**src/rtl/mmio_uart_pkg.sv**
```systemverilog
// Shared constants for the memory-mapped UART transmitter: register offsets,
// STATUS bit positions and the transmit FSM state encoding.
package mmio_uart_pkg;

    localparam logic [1:0] OFF_TXDATA = 2'd0;
    localparam logic [1:0] OFF_STATUS = 2'd1;
    localparam logic [1:0] OFF_BAUD   = 2'd2;

    localparam int unsigned BUSY  = 0;
    localparam int unsigned FULL  = 1;
    localparam int unsigned EMPTY = 2;
    localparam int unsigned OVF   = 3;
    localparam int unsigned IE    = 4;

    typedef enum logic [1:0] {
        IDLE,
        START,
        DATA,
        STOP
    } uart_state_e;

endpackage

```
**src/rtl/mmio_uart_tx_sync_fifo.sv**
```systemverilog
// Single-clock FIFO with wrap-bit pointers; a push while full is accepted only
// when a pop happens in the same cycle.
module sync_fifo #(
    parameter int unsigned WIDTH = 8,
    parameter int unsigned DEPTH = 4
) (
    input  logic             clk,
    input  logic             rst_n,
    input  logic             push,
    input  logic [WIDTH-1:0] din,
    input  logic             pop,
    output logic             full,
    output logic             empty,
    output logic [WIDTH-1:0] dout
);

    localparam int unsigned AW = $clog2(DEPTH);
    localparam logic [AW:0] PTR_ONE = {{AW{1'b0}}, 1'b1};

    logic [AW:0]      wr_q, wr_d, rd_q, rd_d;
    logic [WIDTH-1:0] mem_q [DEPTH];
    logic [WIDTH-1:0] mem_d [DEPTH];
    logic             do_push, do_pop;

    assign empty = (wr_q == rd_q);
    assign full  = (wr_q[AW] != rd_q[AW]) && (wr_q[AW-1:0] == rd_q[AW-1:0]);
    assign dout  = mem_q[rd_q[AW-1:0]];

    assign do_pop  = pop && !empty;
    assign do_push = push && (!full || do_pop);

    always_comb begin
        wr_d  = wr_q;
        rd_d  = rd_q;
        mem_d = mem_q;
        if (do_push) begin
            mem_d[wr_q[AW-1:0]] = din;
            wr_d = wr_q + PTR_ONE;
        end
        if (do_pop) begin
            rd_d = rd_q + PTR_ONE;
        end
    end

    always_ff @(posedge clk or negedge rst_n) begin
        if (!rst_n) begin
            wr_q <= '0;
            rd_q <= '0;
            for (int unsigned i = 0; i < DEPTH; i++) begin
                mem_q[i] <= '0;
            end
        end else begin
            wr_q  <= wr_d;
            rd_q  <= rd_d;
            mem_q <= mem_d;
        end
    end

endmodule

```
**src/rtl/mmio_uart_tx.sv**
```systemverilog
// Memory-mapped 8N1 UART transmitter with a TX FIFO on the core data port.
// Optional interrupt output and STATUS.ie bit when MMIO_UART_IRQ_EN is defined.
module mmio_uart_tx
    import mmio_uart_pkg::*;
#(
    parameter logic [31:0] BASE_ADDR  = 32'h0000_1000,
    parameter int unsigned FIFO_DEPTH = 4,
    parameter logic [15:0] DIV_RESET  = 16'd868
) (
    input  logic        clk,
    input  logic        rst,
    input  logic [31:0] A,
    input  logic [31:0] WD,
    input  logic        WE,
    output logic [31:0] RD,
    output logic        hit,
    output logic        tx
`ifdef MMIO_UART_IRQ_EN
    ,
    output logic        irq
`endif
);

    uart_state_e state_q, state_d;
    logic [7:0]  shift_q, shift_d;
    logic [2:0]  bit_cnt_q, bit_cnt_d;
    logic [15:0] baud_cnt_q, baud_cnt_d;
    logic [15:0] div_q, div_d;
    logic [15:0] baud_q, baud_d;
    logic        tx_q, tx_d;
    logic        ovf_q, ovf_d;
    logic        ie_q, ie_d;

    logic [1:0]  off;
    logic        wr_txdata, wr_status, wr_baud;
    logic        fifo_pop, fifo_full, fifo_empty;
    logic [7:0]  fifo_dout;
    logic        busy, bit_end, load;
    logic [31:0] status;
    logic        unused_bits;

    assign unused_bits = ^{A[1:0], WD[31:16], WD[4]};

    assign hit       = (A[31:4] == BASE_ADDR[31:4]);
    assign off       = A[3:2];
    assign wr_txdata = WE && hit && (off == OFF_TXDATA);
    assign wr_status = WE && hit && (off == OFF_STATUS);
    assign wr_baud   = WE && hit && (off == OFF_BAUD);
    assign busy      = (state_q != IDLE);
    assign tx        = tx_q;

    sync_fifo #(
        .WIDTH(8),
        .DEPTH(FIFO_DEPTH)
    ) u_fifo (
        .clk   (clk),
        .rst_n (rst),
        .push  (wr_txdata),
        .din   (WD[7:0]),
        .pop   (fifo_pop),
        .full  (fifo_full),
        .empty (fifo_empty),
        .dout  (fifo_dout)
    );

    always_comb begin
        status         = '0;
        status[BUSY]   = busy;
        status[FULL]   = fifo_full;
        status[EMPTY]  = fifo_empty;
        status[OVF]    = ovf_q;
        status[IE]     = ie_q;
        RD = '0;
        if (hit) begin
            case (off)
                OFF_STATUS: RD = status;
                OFF_BAUD:   RD = {16'd0, baud_q};
                default:    RD = '0;
            endcase
        end
    end

    always_comb begin
        baud_d = baud_q;
        ovf_d  = ovf_q;
        ie_d   = ie_q;
        if (wr_baud) begin
            baud_d = (WD[15:0] == 16'd0) ? 16'd1 : WD[15:0];
        end
        if (wr_status && WD[OVF]) begin
            ovf_d = 1'b0;
        end else if (wr_txdata && fifo_full && !fifo_pop) begin
            ovf_d = 1'b1;
        end
`ifdef MMIO_UART_IRQ_EN
        if (wr_status) begin
            ie_d = WD[IE];
        end
`endif
    end

    // Each bit lasts div_q clocks; a frame ending with data queued reloads
    // straight into START so consecutive frames have no idle gap.
    always_comb begin
        state_d    = state_q;
        shift_d    = shift_q;
        bit_cnt_d  = bit_cnt_q;
        baud_cnt_d = baud_cnt_q;
        div_d      = div_q;
        fifo_pop   = 1'b0;
        load       = 1'b0;
        bit_end    = (baud_cnt_q == div_q - 16'd1);

        case (state_q)
            IDLE: begin
                load = !fifo_empty;
            end
            START: begin
                if (bit_end) begin
                    state_d    = DATA;
                    baud_cnt_d = '0;
                end else begin
                    baud_cnt_d = baud_cnt_q + 16'd1;
                end
            end
            DATA: begin
                if (bit_end) begin
                    baud_cnt_d = '0;
                    if (bit_cnt_q == 3'd7) begin
                        state_d = STOP;
                    end else begin
                        shift_d   = shift_q >> 1;
                        bit_cnt_d = bit_cnt_q + 3'd1;
                    end
                end else begin
                    baud_cnt_d = baud_cnt_q + 16'd1;
                end
            end
            STOP: begin
                if (bit_end) begin
                    baud_cnt_d = '0;
                    state_d    = IDLE;
                    load       = !fifo_empty;
                end else begin
                    baud_cnt_d = baud_cnt_q + 16'd1;
                end
            end
            default: state_d = IDLE;
        endcase

        if (load) begin
            fifo_pop   = 1'b1;
            shift_d    = fifo_dout;
            div_d      = baud_q;
            bit_cnt_d  = '0;
            baud_cnt_d = '0;
            state_d    = START;
        end

        case (state_d)
            START:   tx_d = 1'b0;
            DATA:    tx_d = shift_d[0];
            default: tx_d = 1'b1;
        endcase
    end

    always_ff @(posedge clk or negedge rst) begin
        if (!rst) begin
            state_q    <= IDLE;
            shift_q    <= '0;
            bit_cnt_q  <= '0;
            baud_cnt_q <= '0;
            div_q      <= DIV_RESET;
            baud_q     <= DIV_RESET;
            tx_q       <= 1'b1;
            ovf_q      <= 1'b0;
            ie_q       <= 1'b0;
        end else begin
            state_q    <= state_d;
            shift_q    <= shift_d;
            bit_cnt_q  <= bit_cnt_d;
            baud_cnt_q <= baud_cnt_d;
            div_q      <= div_d;
            baud_q     <= baud_d;
            tx_q       <= tx_d;
            ovf_q      <= ovf_d;
            ie_q       <= ie_d;
        end
    end

`ifdef MMIO_UART_IRQ_EN
    logic irq_q, irq_d;

    assign irq_d = ie_q && fifo_empty && !busy;
    assign irq   = irq_q;

    always_ff @(posedge clk or negedge rst) begin
        if (!rst) begin
            irq_q <= 1'b0;
        end else begin
            irq_q <= irq_d;
        end
    end
`endif

endmodule

```
**config.mk**
```make
export PLATFORM = sky130hd
export DESIGN_NAME = mmio_uart_tx
export DESIGN_NICKNAME = d
export VERILOG_FILES = /design/src/rtl/mmio_uart_pkg.sv /design/src/rtl/mmio_uart_tx_sync_fifo.sv /design/src/rtl/mmio_uart_tx.sv
export SDC_FILE = /design/constraint.sdc
export NUM_CORES = 1
export LEC_CHECK = 0
export ABC_AREA = 1
export CORE_MARGIN = 5
export CORE_UTILIZATION = 36
export DETAILED_ROUTE_END_ITERATION = 10
export RECOVER_POWER = 50
export SLEW_MARGIN = 20
export SYNTH_ARGS = -nofsm -noshare
export SYNTH_HDL_FRONTEND = slang
export SYNTH_SLANG_ARGS = --single-unit
```
**constraint.sdc**
```tcl
create_clock -name clk -period 2.4 [get_ports clk]
set_input_delay 0.24 -clock clk [delete_from_list [all_inputs] [get_ports clk]]
set_output_delay 0.24 -clock clk [all_outputs]
set_load 0.005 [all_outputs]
```
After elaboration in Yosys (flattened, before gate mapping)
Index checks and enable logic that the tools add are counted.

storage, ports and cells
  output and inout port bits = 34
  logic and storage cells = 96
  register bits after elaboration = 101

cells by class
  reduce and logical (&&, ||, !) cells = 25
  muxes and demuxes = 32
  add/sub/neg operators = 5
  bitwise gates (word level) = 2
  equality and inequality tests = 14
  $lt $le $gt $ge = 3

operator list
  cell                                                                     number
  16-bit 2-to-1 mux                                                        4
  8-bit 2-to-1 mux                                                         7
  32-bit bitwise mux                                                       1
  32-bit 2-to-1 mux                                                        1
  16-bit one-hot mux with 2 select lines                                   1
  28-bit by 9-bit equality test with 1-bit output (second input constant)  1
  16-bit by 1-bit adder with 16-bit output (second input constant)         1
  8-bit binary-select mux with 2-bit select                                1
  8-bit demux with 2-bit select                                            1
  16-bit equality test                                                     1
  16-bit logical NOT                                                       1
  16-bit by 1-bit subtractor with 16-bit output (second input constant)    1
  3-bit 2-to-1 mux                                                         4
  1-bit logical AND                                                        11
  2-bit 2-to-1 mux                                                         5
  2-bit nonzero test                                                       5
  3-bit by 1-bit adder with 3-bit output (second input constant)           3
  2-bit equality test (second input constant)                              4
  2-bit by 1-bit equality test with 1-bit output (second input constant)   3
  3-bit greater-or-equal comparator (second input constant)                2
  2-bit NOT with 3-bit output                                              2
  2-bit one-hot mux with 3 select lines                                    1
  2-bit logical NOT                                                        2
  1-bit 2-to-1 mux                                                         4
  11 further kinds                                                         14

Depth between registers and ports, before layout
Gate-level depths: netlist (run 1).

  word-level depth = 9
  gate-level depth with buffers = 20

By module
From an unflattened synthesis (run 1), not the netlist that was laid out.

second synthesis, totals
  cell total of the unflattened synthesis = 861
  area total of the unflattened synthesis = 6,411.1 um^2

by module, submodules not included
  module        cells each  times used  seq. area each (um^2)  area an instance (um^2)
  mmio_uart_tx  624         1           1,590.3                4,434.3
  sync_fifo     237         1           950.9                  1,976.9

Least setup slack after synthesis (run 1)
OpenSTA, ideal clock, no wires.

  path type = flip-flop to flip-flop
  from = reg div_q[0]
  to = reg u_fifo.mem_q[6] (netlist name)
  required time = 2.279 ns
  slack = 0.123 ns
  period minus slack after synthesis = 2.277 ns
  data arrival time = 2.156 ns
  library setup time = 0.121 ns
  stages on the path, launching flop included = 17
  cells stage by stage = dfrtp_1 inv_1 ha_1 nand2_4 nor2_8 nand3_1 nand2_2 nand3_2 nor3_4 nand3_2 nand2_4 nand2_4 nand2_8 nand3_4 buf_6 nand2_2 o21ai_2

on the way
  cells in the longest elaborated chain, start to end = 8

RTL lines
  what                                           RTL line                      text
  start, declared                                mmio_uart_tx.sv:28            logic [15:0] div_q, div_d;
  start signal, assigned                         mmio_uart_tx.sv:183           div_q <= div_d;
  16-bit by 1-bit subtractor with 16-bit output  mmio_uart_tx.sv:112           bit_end = (baud_cnt_q == div_q - 16'd1);
  16-bit equality test                           mmio_uart_tx.sv:112
  1-bit 2-to-1 mux                               mmio_uart_tx.sv:140           if (bit_end) begin
  1-bit one-hot mux with 2 select lines          mmio_uart_tx.sv:114           case (state_q)
  1-bit 2-to-1 mux                               mmio_uart_tx.sv:151           if (load) begin
  1-bit logical AND                              mmio_uart_tx_sync_fifo.sv:29  assign do_pop = pop && !empty;
  1-bit logical OR                               mmio_uart_tx_sync_fifo.sv:30  assign do_push = push && (!full || do_pop);
  1-bit logical AND                              mmio_uart_tx_sync_fifo.sv:30
  end signal, assigned                           mmio_uart_tx_sync_fifo.sv:55  mem_q <= mem_d;
  end, declared                                  mmio_uart_tx_sync_fifo.sv:21  logic [WIDTH-1:0] mem_q [DEPTH];

Every way passes these cells.
A chain may end at the register's enable or synchronous reset.

Worst setup path after layout (run 1)
  from = reg div_q[1]
  to = reg u_fifo.rd_q[2]

on the way
  cells in the longest elaborated chain, start to end = 6

RTL lines
  what                                           RTL line                      text
  16-bit by 1-bit subtractor with 16-bit output  mmio_uart_tx.sv:112
  16-bit equality test                           mmio_uart_tx.sv:112
  1-bit 2-to-1 mux                               mmio_uart_tx.sv:140
  1-bit one-hot mux with 2 select lines          mmio_uart_tx.sv:114
  1-bit 2-to-1 mux                               mmio_uart_tx.sv:151
  1-bit logical AND                              mmio_uart_tx_sync_fifo.sv:29
  end signal, assigned                           mmio_uart_tx_sync_fifo.sv:54  rd_q <= rd_d;
  end, declared                                  mmio_uart_tx_sync_fifo.sv:20  logic [AW:0] wr_q, wr_d, rd_q, rd_d;

Every way passes these cells.

==> results.json, run 1 <==
{
  "synth_cell_type_count": 41,
  "r2r_start": "div_q[1]$_DFFE_PN0P_",
  "slew_viol_final": 29,
  "setup_viol": 79,
  "die_w_um": 142,
  "finClkSkew_ns": 0.0117,
  "seqPwrFrac_pct": 48.2,
  "antenna_found_initial": 0,
  "tightest_slew_ns": 1.55,
  "p_sw_share_pct": 22.3,
  "drt-wirelength-per-cell_um": 14.6,
  "period_share_pct": 106,
  "synthCells": 817,
  "fill_cells": 1641,
  "root_buffer": "clkbuf_16",
  "maxCapViolCount": 1,
  "hold_class": "input pin to flop",
  "htreeDepth": 3,
  "synth_edf_count": 0,
  "core_area_sq_um": 17100,
  "layout_commonest_cell": "nand2_1",
  "clkLatencyLatePin_ns": 0.36,
  "grt_remaining_overflow": 0,
  "r2r_setup_slack_ns": -0.14,
  "gp_congestion": 0.890,
  "comb_power_share_pct": 4.7,
  "worstHoldStart": "WD[8]",
  "place_area_sq_um": 7460,
  "dr_total_vias": 5622,
  "detail_route.first_pass.iterations": 5,
  "period_needed_ns": 2.54,
  "pwr-share-clk_pct": 47.1,
  "io_buffer_count": 66,
  "fin_ws_ns": -0.144,
  "worstPathArrival_ns": 2.79,
  "ioPinCount": 101,
  "ys_seq_area_share_pct": 40.8,
  "drive_above_1_share_pct": 24.9,
  "synth_flop_cell": "dfrtp_1",
  "start_util_pct": 36.4,
  "die_h_um": 142,
  "rsz0062_at_grt": "yes",
  "crit_path_end": "u_fifo.rd_q[2]$_DFFE_PN0P_",
  "run_status": "complete, but fails checks",
  "rows": 48,
  "crit_type": "flop to flop",
  "slew-limit-headroom_pct": -3.21,
  "cts.sinks": 101,
  "p_total_mw": 3.53,
  "violations": "capacitance limit, slew limit, setup timing",
  "dp_cells": 1145,
  "final_cell_mix": "nand2_1, dfrtp_1, inv_1",
  "clk_pin_slew_worst_paths_ns": 0.07,
  "cp-end-kind": "flop",
  "drt-total-wl_um": 17300,
  "final_core_util_pct": 49.9,
  "cp-start-kind": "flop",
  "avgSynthCellArea_sq_um": 7.63,
  "clock.fmax_ghz": 0.393,
  "route.antenna.remaining_nets": 0,
  "hpwl_um": 11900,
  "drt_iter0_markers": 447,
  "ir_worst_vdd_mv": 0.327,
  "finalHoldViolCount": 0,
  "p_per_area_nw_per_um2": 413,
  "grt_pass1_vias": 5379,
  "numCtsBuffers": 9,
  "design_area_sq_um": 8540,
  "min_path_cells": 3,
  "area.growth.synth_to_final_pct": 37.0,
  "instances_no_fill": 1181,
  "power.leakage_nw": 4.06,
  "cts_buffer_depth": 2,
  "switchingPower_uw": 786,
  "critPathMaxFanout": 8,
  "crit_path_start": "div_q[1]$_DFFE_PN0P_",
  "grt_usage_pct": 17.1,
  "async_reset_ff_share_pct": 100,
  "crit-reg2reg-capture": "u_fifo.rd_q[2]$_DFFE_PN0P_",
  "syn_area_sq_um": 6230,
  "cts_tree": "done",
  "grt_pass1_wl_um": 27500,
  "route.detailed.drc": 0,
  "required_ns": 2.65,
  "yosys_warnings": 0,
  "reg2reg_depth": 19,
  "viasPerCell": 4.76,
  "grt_max_degree": 58,
  "diodes": 0,
  "die_area_sq_um": 20000,
  "ys_seq_elements": 101,
  "nets": 1035,
  "internal-power_mw": 2.74
}
==> power by group through the flow <==
stage               logic [mW]  registers (mW)  clock network, mW
floorplan               0.0485            1.73                  0
global placement         0.162            1.73                  0
detailed placement       0.163            1.73                  0
CTS                      0.168            1.70               1.69
global route             0.182            1.70               1.76
finish                   0.164            1.70               1.66
==> metrics by stage <==
stage               setup slack [ns]  hold WS (ns)  setup TNS [ns]
finish                        -0.144         0.451           -4.63
global placement              -0.251         0.182           -5.42
CTS                           -0.117         0.351           -2.42
global route                  -0.298         0.460          -16.18
detailed placement            -0.258         0.187           -6.88
floorplan                      0.123       -0.0556               0
==> routing by layer <==
layer	up-vias	global-route usage, %	wire length, um	part of all wire [%]
met4	0	3.64	191	1.1
li1	2873	-	-	-
met3	22	4.01	1030	5.9
met2	147	28.3	8330	48
met5	-	0	0	0
met1	2580	23.1	7740	45
==> critical path: stages (launching register included) <==
cell,delay [ns]
dfrtp_1,0.40
buf_6,0.13
nor2_4,0.11
nand2_4,0.10
nor2_4,0.20
nand2_1,0.07
nand2_1,0.08
nand2_1,0.07
nor2_2,0.14
nand2_2,0.08
nor2_4,0.13
nand3_2,0.10
nand2_4,0.10
buf_6,0.10
nand3_4,0.06
buf_12,0.17
clkinv_8,0.08
buf_8,0.12
nand2_1,0.06
xnor2_1,0.12
==> synth_stat cells (all sizes together) (11+ instances only) <==
master  number  area share [%]
nand2      236              15
inv         91             5.5
dfrtp       90              36
o21ai       89             7.8
nor2        88             6.3
nand3       66             6.6
buf         23             3.1
xor2        19             2.7
ha          17             3.4
clkbuf      14            0.86
nor4        14             1.4
xnor2       14             2.0
a21oi       13             1.0
dfstp       11             4.6
nand4       11             1.1
==> registers in the layout, summed over array words and instances (netlist names) <==
name          flops
div_q            16
tx                1
shift_q           8
u_fifo.wr_q       3
u_fifo.rd_q       3
baud_q           16
ovf_q             1
state_q           2
u_fifo.mem_q     32
bit_cnt_q         3
baud_cnt_q       16
==> layout make-up <==
type	instances	area, sq um	share of cell area [%]
clock buffers	11	243	2.84
clock inverters	5	88.8	1.04
well taps	225	282	3.30
flip-flops and latches	101	2540	29.8
repair buffers	142	1430	16.8
inverters	92	360	4.22
multi-input cells	605	3590	42.0
==> how the worst min path moves through the flow <==
| stage | to | slack, ns |
|---|---|---|
| global placement | baud_q[10]$_DFFE_PN0P_ | 0.18 |
| floorplan | baud_cnt_q[0]$_DFFE_PN0P_ | -0.06 |
| detailed placement | baud_q[10]$_DFFE_PN0P_ | 0.19 |
| finish | baud_q[8]$_DFFE_PN1P_ | 0.45 |
| global route | baud_q[8]$_DFFE_PN1P_ | 0.46 |
| CTS | u_fifo.mem_q[4]$_DFFE_PN0P_ | 0.35 |
==> logic make-up (layout without fill, tap and decap cells) <==
kind of cell | count (synthesis) | count (layout) | share of synthesized area (%)
xor+xnor | 33 | 33 | 4.64
flops | 101 | 101 | 40.8
compound gates | 106 | 106 | 9.32
fa+ha+maj | 17 | 17 | 3.41
other cells | 1 | 16 | 0.0602
simple gates | 430 | 433 | 32.3
buf+inv | 129 | 250 | 9.50
==> repair_timing <==
item,CTS,global route
cloned,6,3
endpoints found under the setup margin,95,101
gates resized for setup,97,88
buffers inserted,9,3
hold endpoints to repair,18,0
hold buffers,1,0
pin swaps,22,9
Note: power is estimated with default switching activity, not from simulation.
==> run 2: changes to the inputs <==
--- a/config.mk
+++ b/config.mk
@@ -6,7 +6,7 @@
 export NUM_CORES = 1
 export LEC_CHECK = 0
 export ABC_AREA = 1
-export CORE_MARGIN = 5
+export CORE_MARGIN = 8
 export CORE_UTILIZATION = 36
 export DETAILED_ROUTE_END_ITERATION = 10
 export RECOVER_POWER = 50
==> run 2 against run 1 <==
Net effect: the run ends with setup timing left; wire length grew 3.5%; sequential power is essentially flat; via count grew 1.5%; first-iteration DRC count shrank 21%; design area grew 1.3%; sequential share of layout area shrank 0.38 points; utilization grew 0.65 points; global-route usage shrank 1.1 points; worst hold slack gained 0.0035 ns; critical path type unchanged; largest cell class unchanged.
==> results.json, run 2 (synthesized netlist as in run 1, its figures left out) <==
{
  "run_status": "complete, but fails checks",
  "violations": "setup timing",
  "io_buffer_count": 66,
  "p_total_mw": 3.30,
  "pwr-share-clk_pct": 43.3,
  "comb_power_share_pct": 5.1,
  "grt_pass1_vias": 5516,
  "finClkSkew_ns": 0.00763,
  "area.growth.synth_to_final_pct": 38.8,
  "crit_slowest_cell": "dfrtp_1",
  "root_buffer": "clkbuf_16",
  "detail_route.first_pass.iterations": 5,
  "whs_ns": 0.455,
  "diodes": 0,
  "final_cell_mix": "nand2_1, dfrtp_1, inv_1",
  "slowest_delay_ns": 0.40,
  "power.leakage_nw": 4.13,
  "wl_met1_um": 7950,
  "cp-start-kind": "flop",
  "die_h_um": 148,
  "fin_ws_ns": -0.0652,
  "route.antenna.remaining_nets": 0,
  "clock.fmax_ghz": 0.406,
  "critPathMaxFanout": 6,
  "top_layer_used": "met4",
  "layout_commonest_cell": "nand2_1",
  "drt_iter0_markers": 355,
  "die_w_um": 148,
  "clk_pin_slew_worst_paths_ns": 0.07,
  "grt_max_degree": 102,
  "rsz0062_at_grt": "yes",
  "switchingPower_uw": 796,
  "ioPinCount": 101,
  "gp_congestion": 0.829,
  "cts_buffer_depth": 2,
  "clkLatencyLatePin_ns": 0.36,
  "period_share_pct": 103,
  "dr_wl_met3_um": 861,
  "drive_above_1_share_pct": 27.0,
  "hold_class": "input pin to flop",
  "worstPathArrival_ns": 2.75,
  "dp_cells": 1146,
  "viasPerCell": 4.80,
  "drt-total-wl_um": 17900,
  "drt-wirelength-per-cell_um": 15.0,
  "dr_wl_met2_um": 8800,
  "finalHoldViolCount": 0,
  "nets": 1043,
  "crit_type": "flop to flop",
  "core_area_sq_um": 17100,
  "cp-end-kind": "flop",
  "internal-power_mw": 2.50,
  "die_area_sq_um": 21800,
  "p_per_area_nw_per_um2": 382,
  "instances_no_fill": 1189,
  "antenna_found_initial": 0,
  "hpwl_um": 12000,
  "htreeDepth": 3,
  "tightest_slew_ns": 1.42,
  "start_util_pct": 36.4,
  "cts.sinks": 101,
  "setup_viol": 54,
  "ir_worst_vdd_mv": 0.420,
  "cts_tree": "done",
  "grt_pass1_wl_um": 28200,
  "maxCapViolCount": 0,
  "p_sw_share_pct": 24.1,
  "route.detailed.drc": 0,
  "slew_viol_final": 0,
  "crit_top_cell": "buf_6",
  "required_ns": 2.68,
  "place_ws_ns": -0.285,
  "grt_usage_pct": 16.0,
  "largest_register": "u_fifo.mem_q",
  "slew-limit-headroom_pct": 5.37,
  "period_needed_ns": 2.47,
  "fill_cells": 1652,
  "numCtsBuffers": 9,
  "dr_total_vias": 5707,
  "rows": 48,
  "seqPwrFrac_pct": 51.5,
  "largest_register_ffs": 32,
  "cp_cell_sequence": "buf_6 > nor2_4 > buf_6 > nand4_1 > nand3_1 > nand2_2 > nor2_2 > nand2_2 > nor2_4 > nand3_2 > nand2_4 > nand3_4 > buf_12 > buf_12 > nand2_8 > buf_6 > nand3_2 > o21ai_1",
  "grt_remaining_overflow": 0
}
==> run 2: cell count changes in the layout (fill, tap and decap cells not counted), moves of 3 or more <==
cell,delta
buf_4,+5
clkbuf_16,+3
clkbuf_2,+6
clkdlybuf4s50_1,-4
dlygate4sd2_1,-6
dlymetal6s2s_1,+4
nor4_1,-3
o21ai_1,-10
o21ai_2,+9
==> run 2: what timing repair did <==
action	in CTS	in global routing
resized for setup	34	174
endpoints found under the hold margin	90	0
hold buffers	1	0
pin swaps	4	14
setup endpoints to repair	97	101
cloned	4	10
buffers inserted	5	8
==> run 2: final timing paths <==
kind	slack [ns]	cells after the start	to	startpoint
min	0.45	3	baud_q[9]$_DFFE_PN1P_	WD[9]
min in group asynchronous	0.85	3	baud_q[11]$_DFFE_PN0P_	rst
min reg2reg	0.49	2	baud_q[4]$_DFFE_PN0P_	baud_q[4]$_DFFE_PN0P_
max	-0.07	18	baud_cnt_q[2]$_DFFE_PN0P_	div_q[1]$_DFFE_PN0P_
max reg2reg	-0.07	18	baud_cnt_q[2]$_DFFE_PN0P_	div_q[1]$_DFFE_PN0P_
max in group asynchronous	0.55	3	div_q[3]$_DFFE_PN0P_	rst
==> run 2: power groups by stage <==
stage                     combinational [mW]  clock (mW)  sequential, mW
after floorplan                       0.0485           0            1.73
after global placement                 0.163           0            1.73
after detailed placement               0.163           0            1.73
after CTS                              0.167        1.46            1.70
after global routing                   0.187        1.52            1.70
final                                  0.168        1.43            1.70
==> run 2: stage by stage <==
stage	TNS (ns)	area [sq um]	utilization (%)
finish	-1.55	8650	50.5
global route	-9.59	8650	50.5
global placement	-7.05	7470	43.6
floorplan	0	6290	-
CTS	-0.00244	7920	46.3
detailed placement	-9.10	7470	43.6
==> run 2: worst max-delay path: cells and delay by family, from the launching register on <==
family	cells	cell delay, ns
DFF	1	0.40
AOI/OAI and AO/OA	1	0.08
and+or+nand+nor	12	1.26
buffers and inverters	5	0.63
==> run 2: layout make-up <==
cell class / count / area [sq um] / share of cell area [%]
multi-input cells: 605 / 3640 / 42.1
flip-flops and latches: 101 / 2540 / 29.4
repair buffers: 150 / 1540 / 17.8
inverters: 92 / 360 / 4.17
well taps: 225 / 282 / 3.26
clock buffers: 10 / 229 / 2.65
clock inverters: 6 / 55.1 / 0.637
==> run 2: metal layers <==
layer	GRT usage, %	vias to the layer above
met5	0	-
met4	4.23	0
met3	4.00	20
met2	26.0	134
met1	20.8	2666
li1	-	2887
==> run 3: changes to the inputs <==
--- a/config.mk
+++ b/config.mk
@@ -6,7 +6,7 @@
 export NUM_CORES = 1
 export LEC_CHECK = 0
 export ABC_AREA = 1
-export CORE_MARGIN = 8
+export CORE_MARGIN = 2
 export CORE_UTILIZATION = 36
 export DETAILED_ROUTE_END_ITERATION = 10
 export RECOVER_POWER = 50
==> run 3 against run 2 <==
Net effect: the flow still finishes with violations (setup timing); sequential cell count unchanged; via count grew 0.70%; combinational power up 3%; total power grew 0.67%; design area grew 0.10%; global-route usage up 2.2 points; worst hold slack improved by 0.0024 ns; wire length is 2.8% lower; critical path type unchanged; largest cell class unchanged.
==> results.json, run 3 (synthesized netlist as in run 1, its figures left out) <==
{
  "cts_buffer_depth": 2,
  "ioPinCount": 101,
  "met1_usage_pct": 25.0,
  "clock.fmax_ghz": 0.405,
  "drt_iter0_markers": 385,
  "critPathMaxFanout": 6,
  "dr_total_vias": 5747,
  "period_share_pct": 103,
  "fin_ws_ns": -0.0706,
  "largest_register_ffs": 32,
  "ir_worst_vdd_mv": 0.361,
  "largest_register": "u_fifo.mem_q",
  "hold_class": "input pin to flop",
  "core_area_sq_um": 17100,
  "numCtsBuffers": 9,
  "drt-wirelength-per-cell_um": 14.7,
  "worstPathArrival_ns": 2.72,
  "setup_tns_ns": -1.28,
  "p_per_area_nw_per_um2": 384,
  "clk_pin_slew_worst_paths_ns": 0.08,
  "run_status": "complete, but fails checks",
  "finalHoldViolCount": 0,
  "place_ws_ns": -0.298,
  "grt_pass1_vias": 5365,
  "slew-limit-headroom_pct": 19.4,
  "crit_type": "flop to flop",
  "seq_area_sq_um": 2540,
  "required_ns": 2.65,
  "cp-end-kind": "flop",
  "grt_pass1_wl_um": 26400,
  "fill_cells": 1620,
  "maxCapViolCount": 0,
  "violations": "setup timing",
  "clkLatencyLatePin_ns": 0.36,
  "use_met2_pct": 28.9,
  "htreeDepth": 3,
  "cts.sinks": 101,
  "gp_congestion": 0.838,
  "rows": 48,
  "viasPerCell": 4.86,
  "finClkSkew_ns": 0.0113,
  "multi_input_area_sq_um": 3740,
  "setup_viol": 40,
  "area.growth.synth_to_final_pct": 38.9,
  "grt_remaining_overflow": 0,
  "instances_no_fill": 1183,
  "route.detailed.drc": 0,
  "layout_commonest_cell": "nand2_1",
  "period_needed_ns": 2.47,
  "die_area_sq_um": 18400,
  "drive_above_1_share_pct": 28.6,
  "io_buffer_count": 66,
  "power.leakage_nw": 4.11,
  "die_w_um": 136,
  "slew_viol_final": 0,
  "grt_usage_pct": 18.2,
  "p_total_mw": 3.32,
  "final_cell_mix": "nand2_1, dfrtp_1, inv_1",
  "detail_route.first_pass.iterations": 5,
  "root_buffer": "clkbuf_16",
  "place_area_sq_um": 7450,
  "diodes": 0,
  "design_area_sq_um": 8660,
  "cts_tree": "done",
  "nets": 1037,
  "rsz0062_at_grt": "yes",
  "antenna_found_initial": 0,
  "busiest_layer": "met2",
  "hpwl_um": 11700,
  "cp-start-kind": "flop",
  "route.antenna.remaining_nets": 0,
  "tightest_slew_ns": 1.21,
  "final_core_util_pct": 50.6,
  "dp_cells": 1142,
  "grt_max_degree": 61,
  "whs_ns": 0.457,
  "grtUsageMet3_pct": 3.67,
  "die_h_um": 136,
  "start_util_pct": 36.4,
  "drt-total-wl_um": 17400
}
-- run 3: repair_timing --
| item | CTS | global route |
|---|---|---|
| gates cloned | 0 | 13 |
| buffers inserted | 2 | 9 |
| gates resized for setup | 30 | 212 |
| setup endpoints to repair | 92 | 101 |
| pin swaps | 2 | 29 |
| endpoints found under the hold margin | 14 | 0 |
| hold buffers | 1 | 0 |
-- run 3: per-layer routing --
metal | vias up | wire [um] | part of all wire, %
met2 | 137 | 8260 | 48
met4 | 0 | 296 | 1.7
met1 | 2713 | 8230 | 47
li1 | 2879 | - | -
met5 | - | 0 | 0
met3 | 18 | 588 | 3.4
-- run 3: path summary, 6_finish.rpt --
check                                             startpoint                            to  slack [ns]  cells after the start
worst max-delay path                    div_q[2]$_DFFE_PN1P_   u_fifo.mem_q[7]$_DFFE_PN0P_       -0.07                     18
worst min-delay path                                   WD[8]         baud_q[8]$_DFFE_PN1P_        0.46                      3
worst max register to register          div_q[2]$_DFFE_PN1P_   u_fifo.mem_q[7]$_DFFE_PN0P_       -0.07                     18
worst min register to register  u_fifo.mem_q[14]$_DFFE_PN0P_  u_fifo.mem_q[14]$_DFFE_PN0P_        0.48                      2
max in group asynchronous                                rst      bit_cnt_q[2]$_DFFE_PN0P_        0.32                      3
min in group asynchronous                                rst        baud_q[10]$_DFFE_PN0P_        0.66                      2
-- run 3: area by class of cell --
class | count | share of cell area [%]
flip-flops and latches | 101 | 29.4
multi-input cells | 605 | 43.2
clock inverters | 4 | 0.390
inverters | 92 | 4.26
repair buffers | 144 | 16.7
well taps | 225 | 3.25
clock buffers | 12 | 2.85
-- run 3: critical path: stages (launching register included) --
cell and delay [ns]:
dfstp_2 0.61, nor2_4 0.07, nand2_4 0.10, inv_1 0.06
nand2_1 0.10, nand2_1 0.07, nand3_2 0.07, nand2_2 0.07
nor2_4 0.11, nand2_2 0.07, nor2_4 0.14, nand3_2 0.10
nand2_4 0.11, nand2_4 0.09, nand2_8 0.13, nand3_4 0.14
clkbuf_16 0.21, nand2_2 0.06, o21ai_2 0.04
-- run 3: power by group --
| group | internal, mW | switching, mW | total [mW] |
|---|---|---|---|
| logic | 0.0815 | 0.0915 | 0.173 |
| registers | 1.70 | 0.0000000145 | 1.70 |
| clock network | 0.746 | 0.702 | 1.45 |
